### src/rtl/id_stage.sv
// rtl/id_stage.sv - MIPS ID stage: decode, operand bypass, load-use detect, ID/EX register
// Optional: `define ID_FORWARD_EN for EX/MEM forwarding; otherwise any pending EX/MEM write stalls.
module id_stage #(
  parameter int DATA_W = 32,
  parameter int ADDR_W = 5
) (
  input  logic              clk,
  input  logic              rst,
  input  logic              id_valid,
  input  logic [DATA_W-1:0] id_pc,
  input  logic [DATA_W-1:0] id_inst,
  output logic              re1,
  output logic              re2,
  output logic [ADDR_W-1:0] raddr1,
  output logic [ADDR_W-1:0] raddr2,
  input  logic [DATA_W-1:0] rdata1,
  input  logic [DATA_W-1:0] rdata2,
  input  logic              ex_we,
  input  logic [ADDR_W-1:0] ex_waddr,
  input  logic [DATA_W-1:0] ex_wdata,
  input  logic              ex_is_load,
  input  logic              mem_we,
  input  logic [ADDR_W-1:0] mem_waddr,
  input  logic [DATA_W-1:0] mem_wdata,
  input  logic              stall_in,
  input  logic              flush,
  output logic              stall_req,
  output logic              ex_valid_o,
  output logic [3:0]        ex_aluop_o,
  output logic [DATA_W-1:0] ex_reg1_o,
  output logic [DATA_W-1:0] ex_reg2_o,
  output logic [ADDR_W-1:0] ex_wd_o,
  output logic              ex_wreg_o,
  output logic [DATA_W-1:0] ex_pc_o,
  output logic              inst_invalid
);

  localparam logic [3:0] ALU_NOP = 4'd0,  ALU_OR  = 4'd1,  ALU_AND = 4'd2,  ALU_XOR = 4'd3;
  localparam logic [3:0] ALU_NOR = 4'd4,  ALU_ADD = 4'd5,  ALU_SUB = 4'd6,  ALU_SLT = 4'd7;
  localparam logic [3:0] ALU_SLL = 4'd8,  ALU_SRL = 4'd9,  ALU_SRA = 4'd10, ALU_LUI = 4'd11;
  localparam logic [3:0] ALU_LW  = 4'd12;

  localparam logic [5:0] OP_SPECIAL = 6'h00, OP_ADDIU = 6'h09, OP_ANDI = 6'h0C, OP_ORI = 6'h0D;
  localparam logic [5:0] OP_XORI    = 6'h0E, OP_LUI   = 6'h0F, OP_LW   = 6'h23;

  localparam logic [5:0] FN_SLL = 6'h00, FN_SRL  = 6'h02, FN_SRA  = 6'h03, FN_ADDU = 6'h21;
  localparam logic [5:0] FN_SUBU = 6'h23, FN_AND = 6'h24, FN_OR   = 6'h25, FN_XOR  = 6'h26;
  localparam logic [5:0] FN_NOR = 6'h27, FN_SLT  = 6'h2A;

  logic [5:0]        opcode, funct;
  logic [ADDR_W-1:0] rs, rt, rd;
  logic [4:0]        sa;
  logic [15:0]       imm;

  assign opcode = id_inst[31:26];
  assign rs     = id_inst[21 +: ADDR_W];
  assign rt     = id_inst[16 +: ADDR_W];
  assign rd     = id_inst[11 +: ADDR_W];
  assign sa     = id_inst[10:6];
  assign funct  = id_inst[5:0];
  assign imm    = id_inst[15:0];

  logic [3:0]        dec_aluop;
  logic              dec_re1, dec_re2, dec_wreg, dec_bad;
  logic [ADDR_W-1:0] dec_wd;
  logic [DATA_W-1:0] imm1, imm2;

  always_comb begin
    dec_aluop = ALU_NOP;
    dec_re1   = 1'b0;
    dec_re2   = 1'b0;
    dec_wd    = '0;
    dec_wreg  = 1'b0;
    dec_bad   = 1'b0;
    imm1      = '0;
    imm2      = '0;
    case (opcode)
      OP_SPECIAL: begin
        dec_re1  = 1'b1;
        dec_re2  = 1'b1;
        dec_wd   = rd;
        dec_wreg = 1'b1;
        case (funct)
          FN_AND:  dec_aluop = ALU_AND;
          FN_OR:   dec_aluop = ALU_OR;
          FN_XOR:  dec_aluop = ALU_XOR;
          FN_NOR:  dec_aluop = ALU_NOR;
          FN_ADDU: dec_aluop = ALU_ADD;
          FN_SUBU: dec_aluop = ALU_SUB;
          FN_SLT:  dec_aluop = ALU_SLT;
          // Shifts take the shift amount as operand 1 instead of rs.
          FN_SLL: begin dec_aluop = ALU_SLL; dec_re1 = 1'b0; imm1 = DATA_W'(sa); end
          FN_SRL: begin dec_aluop = ALU_SRL; dec_re1 = 1'b0; imm1 = DATA_W'(sa); end
          FN_SRA: begin dec_aluop = ALU_SRA; dec_re1 = 1'b0; imm1 = DATA_W'(sa); end
          default: begin
            dec_re1  = 1'b0;
            dec_re2  = 1'b0;
            dec_wd   = '0;
            dec_wreg = 1'b0;
            dec_bad  = 1'b1;
          end
        endcase
      end
      OP_ORI:   begin dec_aluop = ALU_OR;  dec_re1 = 1'b1; dec_wd = rt; dec_wreg = 1'b1; imm2 = DATA_W'(imm); end
      OP_ANDI:  begin dec_aluop = ALU_AND; dec_re1 = 1'b1; dec_wd = rt; dec_wreg = 1'b1; imm2 = DATA_W'(imm); end
      OP_XORI:  begin dec_aluop = ALU_XOR; dec_re1 = 1'b1; dec_wd = rt; dec_wreg = 1'b1; imm2 = DATA_W'(imm); end
      OP_ADDIU: begin
        dec_aluop = ALU_ADD; dec_re1 = 1'b1; dec_wd = rt; dec_wreg = 1'b1;
        imm2 = {{(DATA_W-16){imm[15]}}, imm};
      end
      OP_LW: begin
        dec_aluop = ALU_LW; dec_re1 = 1'b1; dec_wd = rt; dec_wreg = 1'b1;
        imm2 = {{(DATA_W-16){imm[15]}}, imm};
      end
      OP_LUI: begin dec_aluop = ALU_LUI; dec_wd = rt; dec_wreg = 1'b1; imm2 = {imm, {(DATA_W-16){1'b0}}}; end
      default: dec_bad = 1'b1;
    endcase
  end

  assign re1    = id_valid & dec_re1;
  assign re2    = id_valid & dec_re2;
  assign raddr1 = rs;
  assign raddr2 = rt;

  function automatic logic [DATA_W-1:0] pick_operand(
    input logic re, input logic [ADDR_W-1:0] a, input logic [DATA_W-1:0] k,
    input logic [DATA_W-1:0] rf, input logic xwe, input logic [ADDR_W-1:0] xa,
    input logic [DATA_W-1:0] xd, input logic mwe, input logic [ADDR_W-1:0] ma,
    input logic [DATA_W-1:0] md, input logic fwd);
    if (!re)                        return k;
    else if (a == '0)               return '0;
    else if (fwd && xwe && xa == a) return xd;
    else if (fwd && mwe && ma == a) return md;
    else                            return rf;
  endfunction

  // A read port conflicts with a write still in flight that it cannot take a bypass from.
  function automatic logic port_hazard(
    input logic re, input logic [ADDR_W-1:0] a, input logic xwe, input logic [ADDR_W-1:0] xa,
    input logic xload, input logic mwe, input logic [ADDR_W-1:0] ma, input logic fwd);
    logic ex_hit, mem_hit;
    ex_hit  = re && xwe && xa != '0 && xa == a;
    mem_hit = re && mwe && ma != '0 && ma == a;
    if (fwd) return ex_hit && xload;
    else     return ex_hit || mem_hit;
  endfunction

`ifdef ID_FORWARD_EN
  localparam logic FWD = 1'b1;
`else
  localparam logic FWD = 1'b0;
  logic unused_fwd;
  assign unused_fwd = ^{ex_wdata, mem_wdata, ex_is_load};
`endif

  logic [DATA_W-1:0] opnd1, opnd2;
  logic              bubble;

  assign opnd1 = pick_operand(dec_re1, rs, imm1, rdata1, ex_we, ex_waddr, ex_wdata,
                              mem_we, mem_waddr, mem_wdata, FWD);
  assign opnd2 = pick_operand(dec_re2, rt, imm2, rdata2, ex_we, ex_waddr, ex_wdata,
                              mem_we, mem_waddr, mem_wdata, FWD);

  assign stall_req = id_valid &
                     (port_hazard(dec_re1, rs, ex_we, ex_waddr, ex_is_load, mem_we, mem_waddr, FWD) |
                      port_hazard(dec_re2, rt, ex_we, ex_waddr, ex_is_load, mem_we, mem_waddr, FWD));

  assign bubble = flush | (~stall_in & (stall_req | ~id_valid));

  always_ff @(posedge clk) begin
    if (rst || bubble) begin
      ex_valid_o   <= 1'b0;
      ex_aluop_o   <= ALU_NOP;
      ex_reg1_o    <= '0;
      ex_reg2_o    <= '0;
      ex_wd_o      <= '0;
      ex_wreg_o    <= 1'b0;
      ex_pc_o      <= '0;
      inst_invalid <= 1'b0;
    end else if (!stall_in) begin
      ex_valid_o   <= 1'b1;
      ex_aluop_o   <= dec_aluop;
      ex_reg1_o    <= opnd1;
      ex_reg2_o    <= opnd2;
      ex_wd_o      <= dec_wd;
      ex_wreg_o    <= dec_wreg;
      ex_pc_o      <= id_pc;
      inst_invalid <= dec_bad;
    end
  end

endmodule

### config.mk
export PLATFORM = sky130hd
export DESIGN_NAME = id_stage
export DESIGN_NICKNAME = d
export VERILOG_FILES = /design/src/rtl/id_stage.sv
export SDC_FILE = /design/constraint.sdc
export NUM_CORES = 1
export LEC_CHECK = 0
export ABC_AREA = 1
export CORE_AREA = 10 10 166 106
export DETAILED_ROUTE_END_ITERATION = 7
export DIE_AREA = 0 0 176 116
export GPL_ROUTABILITY_DRIVEN = 0
export PLACE_DENSITY = 0.81
export SETUP_SLACK_MARGIN = 0.4
export SYNTH_ARGS = -nofsm -noshare
export SYNTH_HDL_FRONTEND = slang
export SYNTH_SLANG_ARGS = --single-unit
### constraint.sdc
create_clock -name clk -period 2.6 [get_ports clk]
set_clock_uncertainty 0.15 [all_clocks]
set_input_delay 0.52 -clock clk [delete_from_list [all_inputs] [get_ports clk]]
set_output_delay 0.52 -clock clk [all_outputs]
set_load 0.05 [all_outputs]
==> flow_results.org, run 1 <==
** Place
- Once placement finished, the instance area stood at 8760 um2.
- The count of buffers added on input and output ports is 265.
- Summed over all nets, the half-perimeter wirelength after detailed placement is 17.0 mm.
- Worst slack, placed :: -0.124 ns

** STA
- RSZ-0062 raised after global routing :: true
- Hold_ws :: 0.345 ns
- Once routing completed, OpenROAD measured the worst setup slack at around 0.35 ns.
- Headroom to the max-slew limit came out at 0.573.
- The count of final max-slew check failures was 0.
- Setup violations remaining at the end of the flow were counted as 0.
- Time the final worst path needs with I/O delays and setup :: roughly 2.2 ns
- Worst Max-Slew Pin Slew :: 0.641 ns
- Fmax :: approximately 440 MHz
- Of the available clock period, the critical path in the final layout requires 0.865.
- Number of hold-slack violations in the final timing report :: 0

** Clock tree
- The clock reaches the later pin of the worst-skew pair after 0.34 ns.
- The longest clock path from root to sink contains 2 buffers.
- Root buffer cell :: sky130_fd_sc_hd__clkbuf_16
- The clock tree synthesis step divided the H-tree into 3 levels.
- Clock-pin slew of the registers on the worst-case setup and hold paths :: around 0.070 ns
- TritonCTS built the clock tree.
- Number of clock sinks seen by CTS :: between 100 and 150
- Clock tree synthesis inserted a total of 9 buffers.

** Layout
- Fill cells in the final layout number ~1300.
- Design Area, Final :: 9310 um2
- Count of antenna diodes in the layout :: 0
- Final core utilization :: 0.647
- The multi-input combinational cells in the finished layout cover a total of 3060 um2.
- Of the cells placed in the final design, the portion with a size suffix greater than 1 is 0.204.
- Registers take 2160 um2.
- Nets :: 1259
- Synth-to-Final Area Change :: 70.6%

** Run status
- Result of the run :: completed

** Floorplan
- The die is 176 um wide.
- Die footprint :: 20400 um2
- For this configuration, the core starts out at a cell density of 0.379.
- I/O pin count :: 331
- Area of the core :: 14400 um2
- The die is 116 um tall.
- Cell Rows :: 34

** Setup path
- Most common cell type on the critical path :: sky130_fd_sc_hd__nand2_4
- Among all stages on the critical path, the largest delay is contributed by sky130_fd_sc_hd__nor2_4.
- In this run the worst path has a maximum fanout of 4.
- Kind of end point of the critical path :: output pin
- CP Buf/Inv Count :: 2
- The setup path with the least slack is of type in -> out.
- Longest individual stage delay on the worst path :: 0.17 ns
- The signal on the critical path passes through buf_8 -> nor2_4 -> nand3_2 -> nand3_2 -> nand2_4 -> nand2_4 -> nand2_4 -> a21oi_4 -> buf_12.
- Startpoint types :: input port
- STA puts the critical path data arrival time at between 1.5 and 2 ns.
- Worst EP required :: 1.93 ns
- Grouping stages by cell kind, the critical path spends the most delay in simple AND/OR/NAND/NOR gates.

** Synth
- When the netlist entered floorplanning its net count stood at between 900 and 1000.
- Yosys printed 0 warnings.
- Most numerous cell types in the synthesized netlist :: sky130_fd_sc_hd__nor2_1 (144), sky130_fd_sc_hd__nand2_1 (139), sky130_fd_sc_hd__dfxtp_1 (108)
- In the synthesized netlist the dominant register cell turns out to be sky130_fd_sc_hd__dfxtp_1.
- sky130_fd_sc_hd__dfxtp_1 takes more of the synthesized area than any other cell.
- For this run, the register share of the synthesized area comes to 0.396.
- Area share of the largest cell type after synthesis :: 0.396
- The most common cell in the synthesized netlist is sky130_fd_sc_hd__nor2_1.
- For this run, asynchronously set or reset flops after synthesis account for 0.
- Synthesized area :: 5460 um2
- Ranked by total cell area, the synthesized netlist is headed by sky130_fd_sc_hd__dfxtp_1 (40%), sky130_fd_sc_hd__nor2_1 (9.9%), sky130_fd_sc_hd__nand2_1 (9.6%).
- The cell count after synthesis came out at approximately 760.
- The synthesized netlist contains 33 unique library cells.
- In this run, synthesis inferred 0 flip-flops with an integrated enable.
- Register bit total from synthesis :: 108
- Averaged over all synthesized cells, the footprint is 7.21 um2.

** Route
- The first routing iteration left roughly 550 violations.
- Detailed-route wire length per cell :: 18.0 um
- After detailed routing, the number of remaining DRC violations is 0.
- The final layout contains routed wiring with a total length of 22.5 mm.
- Routed vias/inst :: 4.98
- Antenna viol nets, final :: 0
- The first detailed-routing pass ran for 5 iterations.
- Detailed-route via count :: around 6200

** Flow run
- Across the run, the number of max-cap violations was 0.

** Power and ir drop
- Largest vdd supply drop :: 0.271 mV
- Power after layout :: 3.96 mW
- Pwr/cell area :: ~430 nW/um2
- Leakage power total :: 4.97 nW

** Global routing
- Total global routing track utilization :: 0.205
- Overall overflow remaining after global route :: 0
- Via count of the first global-routing pass :: a little under 6000
- Antenna violations before repair :: 0
- The first global-routing pass estimated 33.3 mm of wire.
- Entering global routing, the biggest net connects roughly 130 pins.

** Worst hold path
- In this run the worst hold path is classified as reg -> reg.
layout make-up:
cell class	instances	area share
Clock buffer	9	0.0242
Sequential cell	108	0.232
Clock inverter	7	0.00981
Inverter	32	0.0134
Timing Repair Buffer	340	0.366
Tap cell	198	0.0266
Multi-Input combinational cell	558	0.328
final timing paths:
kind              slack (ns)          from  cells past startpoint           end
hold / removal          0.34    ex_valid_o                      2    ex_valid_o
setup / recovery        0.35    id_inst[4]                      9     stall_req
hold reg to reg         0.34    ex_valid_o                      2    ex_valid_o
setup reg to reg        1.64  ex_reg1_o[4]                      3  ex_reg1_o[4]
registers in the layout (all words and copies together) (netlist names):
signal        cells
ex_wd_o           5
ex_wreg_o         1
ex_valid_o        1
ex_aluop_o        4
inst_invalid      1
ex_pc_o          32
ex_reg1_o        32
ex_reg2_o        32
per-layer routing:
layer,share of wire,up-vias,global-route usage
met5,0,-,0
li1,-,3045,-
met3,0.11,14,0.0715
met1,0.44,2909,0.276
met4,0.0059,0,0.0321
met2,0.44,273,0.316
cells in the final DEF (no fill, tap or decap), types with 13 or more instances in the layout:
cell                                n
sky130_fd_sc_hd__nand2_1          131
sky130_fd_sc_hd__a21boi_0          31
sky130_fd_sc_hd__dfxtp_1          108
sky130_fd_sc_hd__dlymetal6s2s_1    47
sky130_fd_sc_hd__nor2_1           135
sky130_fd_sc_hd__buf_4             69
sky130_fd_sc_hd__buf_6             13
sky130_fd_sc_hd__buf_12            20
sky130_fd_sc_hd__inv_1             18
sky130_fd_sc_hd__nand3_1           82
sky130_fd_sc_hd__o21ai_0           15
sky130_fd_sc_hd__a22oi_1           15
sky130_fd_sc_hd__dlygate4sd2_1     53
sky130_fd_sc_hd__clkdlybuf4s50_1  117
sky130_fd_sc_hd__mux2i_1           34
sky130_fd_sc_hd__a21oi_1           28
sky130_fd_sc_hd__nor2_2            24
sky130_fd_sc_hd__buf_2             17
cells by family after synthesis:
logic type	synth area share
AND/OR/NAND/NOR	0.325
flip-flops	0.396
AO/OA/AOI/OAI	0.120
buffers and inverters	0.0796
multiplexers	0.0624
XOR/XNOR	0.0161
worst reg2reg max path, cell delays in order (launching register included):
cell and delay (ns):
sky130_fd_sc_hd__dfxtp_1 0.32, sky130_fd_sc_hd__or2_2 0.29, sky130_fd_sc_hd__nand2_1 0.07, sky130_fd_sc_hd__nor2_1 0.04
power by group:
part	switching (mW)	total, mW	leakage [nW]	internal [mW]
clock	0.686	1.46	0.152	0.774
combinational	0.421	0.811	3.94	0.390
sequential	0.0107	1.69	0.873	1.67
total	1.12	3.96	4.97	2.84
metrics by stage:
step                      TNS, ns  instances
after detailed placement    -6.86       1221
after global placement      -4.46       1221
final                           0       1252
after floorplan                 0        757
after CTS                       0       1245
after global routing            0       1252
timing repair:
| item | 4_1_cts | 5_1_grt |
|---|---|---|
| cloned | 0 | 0 |
| pin swaps | 39 | 34 |
| resized for setup | 210 | 94 |
| buffers inserted | 8 | 7 |
| hold buffers | 0 | 0 |
| endpoints found under the setup margin | 163 | 54 |
No activity file was read; power rests on OpenSTA's default activity.
==> inputs of run 2 (changes only) <==
Settings changed: CORE_AREA 10 10 166 106 to 10 10 131 133, DIE_AREA 0 0 176 116 to 0 0 141 143, PLACE_DENSITY 0.81 to 0.92.
==> run 2 against run 1 <==
Effect of this change: cell area decreased by 0.73%; non-clock buffer count down 7; fmax is 1.5% lower; global-route usage is 0.19 points lower; worst hold slack got worse by 0.0050 ns; sequential cell count stayed put; first-iteration DRC count is 20% lower; power down 3.3%; routed wire length shrank 2.0%; clock power decreased by 9%.
==> flow_results.org, run 2 (synthesis gave the netlist of run 1 again) <==
** Run status
- The flow ran to the end, and the final reports show no timing, DRC or antenna violations.

** Setup path
- Kind of end point of the critical path :: output pin
- In this run the critical register-to-register path is launched from ex_reg2_o[27].
- In this run the critical register-to-register path is captured at ex_reg2_o[27].
- The worst setup path is of the in -> out kind.
- Startpoint types :: input port
- Worst EP required :: approximately 1.9 ns
- STA puts the critical path data arrival time at 1.61 ns.
- Worst Reg2Reg Path Length in Cells :: 3
- Crit path max fanout :: 4
- R2R Setup Slk :: 1.63 ns

** Clock tree
- The clock net in this run drives a total of 108 sinks.
- Root buffer cell :: sky130_fd_sc_hd__clkbuf_16
- TritonCTS built the clock tree.
- Clock-pin slew was measured on the worst setup and hold paths at 0.07 ns.
- Later-pin clock latency in the skew report :: approximately 0.34 ns
- Maximum buffer depth of the clock tree :: 2
- CTS H-tree lvls :: 3
- Buffers inserted during clock tree synthesis total 9.

** Power and ir drop
- Power comes to 3.83 mW.
- For this design the ratio of total power to cell area is 414 nW/um2.
- IR analysis of the VDD net gives a maximum drop of 0.350 mV.
- Summed over all cells, the static leakage comes to around 4.9 nW.

** Worst hold path
- Terminating pin of the worst hold path :: ex_valid_o
- Hold_sp :: ex_valid_o
- Worst hold-check path type :: reg -> reg
- Worst hold path cell count :: 2

** Route
- Detailed-route wire length per cell :: 17.9 um
- For this block, the initial DRC count from the detailed router was 438.
- The final route contains about 6200 vias.
- The detail route stage leaves a number of antenna-violating nets equal to 0.
- Total DRC errors in the routed layout :: 0
- The routed design has 22.0 mm of wire.
- The first detailed-routing pass took 5 iterations.
- After detailed routing, the number of vias per cell comes to 4.99.

** STA
- Setup repair after global routing could not meet its margin everywhere.
- Max_slew headroom :: 0.558
- Min setup slack post-route :: 0.317 ns
- Fin. max-slew vios :: 0
- After layout, the minimum clock period comes to 2.28 ns.
- Count of endpoints failing setup in the final report :: 0
- Final TNS setup :: 0 ns
- Worst Max-Slew Pin Slew :: approximately 0.66 ns
- Share of the cycle needed by the critical path after routing :: 0.878
- The final count of hold timing violations was 0.
- For this run, the top clock speed supported by timing is 438 MHz.

** Layout
- Commonest cells after routing, fill and taps aside :: sky130_fd_sc_hd__nor2_1 (134), sky130_fd_sc_hd__clkdlybuf4s50_1 (132), sky130_fd_sc_hd__nand2_1 (130)
- After filler insertion, the fill cell instance count of the layout stands at 1186.
- Top flop regs :: ex_pc_o: 32 flops, ex_reg1_o: 32 flops, ex_reg2_o: 32 flops
- Of the cells placed in the final design, the portion with a size suffix greater than 1 is 0.199.
- Synth-to-Final Area Change :: 69.4%
- Leaving out fill and tap cells, the most frequent cell in the layout is sky130_fd_sc_hd__nor2_1.
- After the last flow step, the layout net total stands at 1252.

** Floorplan
- Width of the die :: 141 um
- roughly 330 I/O pins were placed.
- Area of the core :: about 14000 um2
- Initial Util :: 0.378
- The die covers between 20000 and 25000 um2.
- In this run the vertical extent of the chip is 143 um.
- Cell Rows :: 44

** Global routing
- Overall overflow remaining after global route :: 0
- The first global-routing pass estimated 32.9 mm of wire.
- In the global route stage, overall resource usage came out at 0.203.
- Via count of the first global-routing pass :: 6019
- Pin count of the biggest net entering global routing :: 127
- Antenna violations before repair :: 1

** Place
- Port buffer count :: 265
- Worst slack, placed :: -0.139 ns
- Detailed placement finished with a half-perimeter wire length of 16.3 mm.

** Flow run
- Maximum Capacitance Violations :: 0
-- run 2: power breakdown --
part / leakage (nW) / internal [mW] / total (mW) / switching (mW)
combinational: 3.88 / 0.388 / 0.807 / 0.418
sequential: 0.873 / 1.67 / 1.69 / 0.0106
clock: 0.136 / 0.670 / 1.33 / 0.663
total: 4.89 / 2.73 / 3.83 / 1.09
-- run 2: metrics by stage --
stage / hold slack (ns) / instances / utilization / area [um2]
final: 0.340 / 1232 / 0.641 / 9240
after global routing: 0.380 / 1232 / 0.641 / 9240
after CTS: 0.350 / 1228 / 0.628 / 9050
after detailed placement: 0.332 / 1205 / 0.604 / 8710
after global placement: 0.319 / 1205 / 0.604 / 8710
after floorplan: 0.529 / 757 / - / 5520
-- run 2: what timing repair did --
item,CTS,global route
hold buffers,0,0
endpoints found under the hold margin,0,0
gates resized for setup,184,104
setup endpoints to repair,146,52
buffers inserted,7,3
pin swaps,38,32
-- run 2: critical path: stages --
cell                      delay [ns]
sky130_fd_sc_hd__buf_4          0.12
sky130_fd_sc_hd__inv_2          0.05
sky130_fd_sc_hd__nand2_1        0.05
sky130_fd_sc_hd__o21ai_0        0.10
sky130_fd_sc_hd__nor2_1         0.15
sky130_fd_sc_hd__nand3_1        0.13
sky130_fd_sc_hd__nand2_2        0.11
sky130_fd_sc_hd__nand2_4        0.06
sky130_fd_sc_hd__a21oi_4        0.16
sky130_fd_sc_hd__buf_12         0.15
-- run 2: worst max path at each step --
| stage | from | to | slack (ns) | cells past startpoint |
|---|---|---|---|---|
| final | id_inst[22] | stall_req | 0.32 | 10 |
| after global routing | id_inst[22] | stall_req | 0.22 | 10 |
| after CTS | id_inst[21] | stall_req | 0.32 | 9 |
| after detailed placement | id_inst[5] | stall_req | -0.14 | 10 |
| after global placement | id_inst[5] | stall_req | -0.09 | 10 |
| after floorplan | id_inst[30] | stall_req | 0.39 | 7 |
-- run 2: layout make-up --
cell class                      count  area [um2]  share of cell area
Clock inverter                      6        58.8             0.00636
Inverter                           32         125              0.0135
Sequential cell                   108        2160               0.234
Antenna cell                        1        2.50            0.000271
Clock buffer                       10         229              0.0248
Multi-Input combinational cell    558        3050               0.330
Timing Repair Buffer              333        3380               0.366
Tap cell                          184         230              0.0249
-- run 2: routing by layer --
metal  vias up  share of wire  track usage
met3        45          0.092       0.0617
met5         -              0            0
met2       256           0.51        0.347
met1      2820           0.37        0.232
li1       3032              -            -
met4         0          0.029       0.0826
==> inputs of run 3 (changes only) <==
Settings changed: MAX_ROUTING_LAYER from default to met4.
==> run 3 against run 2 <==
Effect of this change: power hardly changed; largest cell class unchanged; critical path depth stayed put; worst hold slack worse by 0.0012 ns.
==> flow_results.org, run 3 (synthesis gave the netlist of run 1 again) <==
** STA
- Setup repair after global routing could not meet its margin everywhere.
- The count of final max-slew check failures was 0.
- Adding up every negative setup slack in the final design gives 0 ns.
- Worst Max-Slew Pin Slew :: 0.705 ns
- Number of hold-slack violations in the final timing report :: 0
- After layout, the minimum clock period comes to ~2.3 ns.
- Count of endpoints failing setup in the final report :: 0
- Share of the cycle needed by the critical path after routing :: 0.887
- For this run, the top clock speed supported by timing is 433 MHz.
- Max_slew headroom :: 0.530

** Layout
- The filler cells instantiated in the layout total 1188.
- Multi-input gate area in the final layout :: 3050 um2
- Relative to the synthesized area, the layout overhead comes to 69.4%.
- Nets :: roughly 1300
- Leading cell type in the layout, fill and taps excluded :: sky130_fd_sc_hd__nor2_1
- Design Area, Final :: approximately 9200 um2
- Commonest cells after routing, fill and taps aside :: sky130_fd_sc_hd__nor2_1 (134), sky130_fd_sc_hd__clkdlybuf4s50_1 (131), sky130_fd_sc_hd__nand2_1 (130)
- In the final layout, flip-flops and latches occupy approximately 2200 um2.
- Top flop regs :: ex_pc_o: 32 flops, ex_reg1_o: 32 flops, ex_reg2_o: 32 flops
- Share of post-route cells with drive strength above 1 :: 0.199
- Cell Count, Final, Fillers Out :: 1232

** Route
- Detail Route met2 WL :: roughly 11 mm
- For this block, wires on met1 add up to around 8.3 mm.
- For this run, design rule violations remaining after detail routing come to 0.
- Detailed-route wire length per cell :: around 18 um
- Wires add up to 22.1 mm.
- Signal routing reaches up to met4.
- After detailed routing, the met3 layer carries between 1.5 and 2 mm of wire.
- Antenna viol nets, final :: 0
- The first detailed-routing pass ran for 6 iterations.
- Detailed Route Iter0 Violations :: roughly 410
- Routed vias/inst :: about 5.0
- Detailed-route via count :: 6175

** Setup path
- Counting buffers and inverters, the worst setup path is 10 cells deep.
- STA puts the critical path data arrival time at between 1.5 and 2 ns.
- The largest individual stage delay along the critical path comes from the cell sky130_fd_sc_hd__nor2_1.
- In this design, the stage delay of the slowest critical-path cell is 0.16 ns.
- Cell class contributing the biggest share of worst-path delay :: simple AND/OR/NAND/NOR gates
- The number of buffers and inverters on the critical path is 3.
- Across all register-to-register paths, the minimum setup slack is 1.63 ns.
- Crit path max fanout :: 4
- Capture instance of the worst register-to-register path :: ex_reg2_o[27]
- The startpoint identified for the worst register-to-register timing path is ex_reg2_o[27].
- Worst EP required :: 1.93 ns
- Measured in cells, the most critical reg-to-reg path has a length of 3.
- Walking the worst path, the cells encountered are buf_4 -> inv_2 -> nand2_1 -> o21ai_0 -> nor2_1 -> nand3_1 -> nand2_2 -> nand2_4 -> a21oi_4 -> buf_12.
- Startpoint types :: input port
- Kind of end point of the critical path :: output pin
- Classification of the worst setup path :: in -> out

** Power and ir drop
- IR analysis of the VDD net gives a maximum drop of approximately 0.35 mV.
- For this design the ratio of total power to cell area is 413 nW/um2.
- Total internal power :: ~2.7 mW
- For this design the static power due to leakage is 4.90 nW.
- Fraction of power spent switching nets :: 0.285
- Power after layout :: about 3.8 mW
- Portion of total power attributed to combinational logic :: 0.211
- Share of total power in the clock network :: 0.348
- Share of total power in sequential cells :: 0.441
- The analysis attributes to net switching a power of 1.09 mW.

** Place
- Post-Place Cells :: between 1000 and 1500
- Summing all placed instances gives a cell area of 8710 um2.
- Once detailed placement completed, the half-perimeter wirelength came to 16.3 mm.
- Port buffer count :: 265

** Global routing
- First-pass GRT wire length :: 32.8 mm
- For this run the aggregate overflow at the end of global routing stands at 0.
- For this run, the total global-route usage over all layers was measured as 0.209.
- The initial antenna violation count came to 1.
- Pin count of the biggest net entering global routing :: 127
- Via count of the first global-routing pass :: 6025

** Worst hold path
- Terminating pin of the worst hold path :: ex_valid_o
- The tightest min-delay check is of the reg -> reg type.
- Worst hold path cell count :: 2
- Hold_sp :: ex_valid_o

** Clock tree
- CTS buffer count :: 9
- CTS saw 108 sinks.
- After clock tree synthesis, the clock-pin slew on the worst setup and hold paths is about 0.070 ns.
- Maximum buffer depth of the clock tree :: 2
- The clock reaches the later pin of the worst-skew pair after 0.34 ns.
- TritonCTS clock tree :: done
- The H-tree was split into 3 levels.
- Root buffer cell :: sky130_fd_sc_hd__clkbuf_16

** Floorplan
- In this run the vertical extent of the chip is 143 um.
- 331 I/O pins were placed.
- Cell Rows :: 44
- Initial Util :: 0.378
- Die footprint :: 20200 um2
- Width of the die :: 141 um
- The total area inside the core boundary comes to between 10000 and 15000 um2.

** Flow run
- Across the run, the number of max-cap violations was 0.

** Run status
- Result of the run :: completed
[run 3: cell types whose count changed in the layout (fill, tap and decap cells not counted), sizes merged]
cell | before | now
dlymetal6s2s | 49 | 50
clkdlybuf4s50 | 132 | 131
[run 3: per-layer routing]
metal / track usage / vias up
met1: 0.236 / 2818
met5: - / -
met2: 0.348 / 277
met3: 0.0541 / 46
met4: 0.0821 / 0
li1: - / 3034
[run 3: worst max path at each step]
stage	start	end	slack, ns
global placement	id_inst[5]	stall_req	-0.09
CTS	id_inst[21]	stall_req	0.32
finish	id_inst[22]	stall_req	0.29
global route	id_inst[22]	stall_req	0.22
floorplan	id_inst[30]	stall_req	0.39
detailed placement	id_inst[5]	stall_req	-0.14
[run 3: what timing repair did]
action,4_1_cts,5_1_grt
endpoints found under the setup margin,146,53
hold buffers,0,0
pin swaps,38,32
buffers inserted,7,3
gates resized for setup,184,105
[run 3: power by group through the flow]
stage | Sequential, mW | Combinational, mW | Clock [mW]
6_report | 1.69 | 0.806 | 1.33
4_1_cts | 1.69 | 0.785 | 1.37
3_3_place_gp | 1.72 | 0.770 | 0
5_1_grt | 1.69 | 0.858 | 1.43
2_1_floorplan | 1.80 | 0.281 | 0
3_5_place_dp | 1.73 | 0.783 | 0
[run 3: area by class of cell]
| type | instances | area share |
|---|---|---|
| repair buffers | 333 | 0.366 |
| flip-flops and latches | 108 | 0.234 |
| clock buffers | 10 | 0.0248 |
| clock inverters | 6 | 0.00636 |
| multi-input cells | 558 | 0.330 |
| diodes | 1 | 0.000271 |
| inverters | 32 | 0.0135 |
| well taps | 184 | 0.0249 |
[run 3: worst min-delay path, stage by stage, from the launching register on]
cell and delay [ns]:
sky130_fd_sc_hd__dfxtp_1 0.33, sky130_fd_sc_hd__nor2_1 0.05, sky130_fd_sc_hd__nor2_1 0.08
[run 3: through the flow]
step / util / worst slack, ns / hold slack, ns
after detailed placement: 0.604 / -0.139 / 0.332
after global placement: 0.604 / -0.0922 / 0.319
final: 0.641 / 0.293 / 0.339
after CTS: 0.628 / 0.321 / 0.350
after global routing: 0.641 / 0.224 / 0.381
after floorplan: - / 0.392 / 0.529
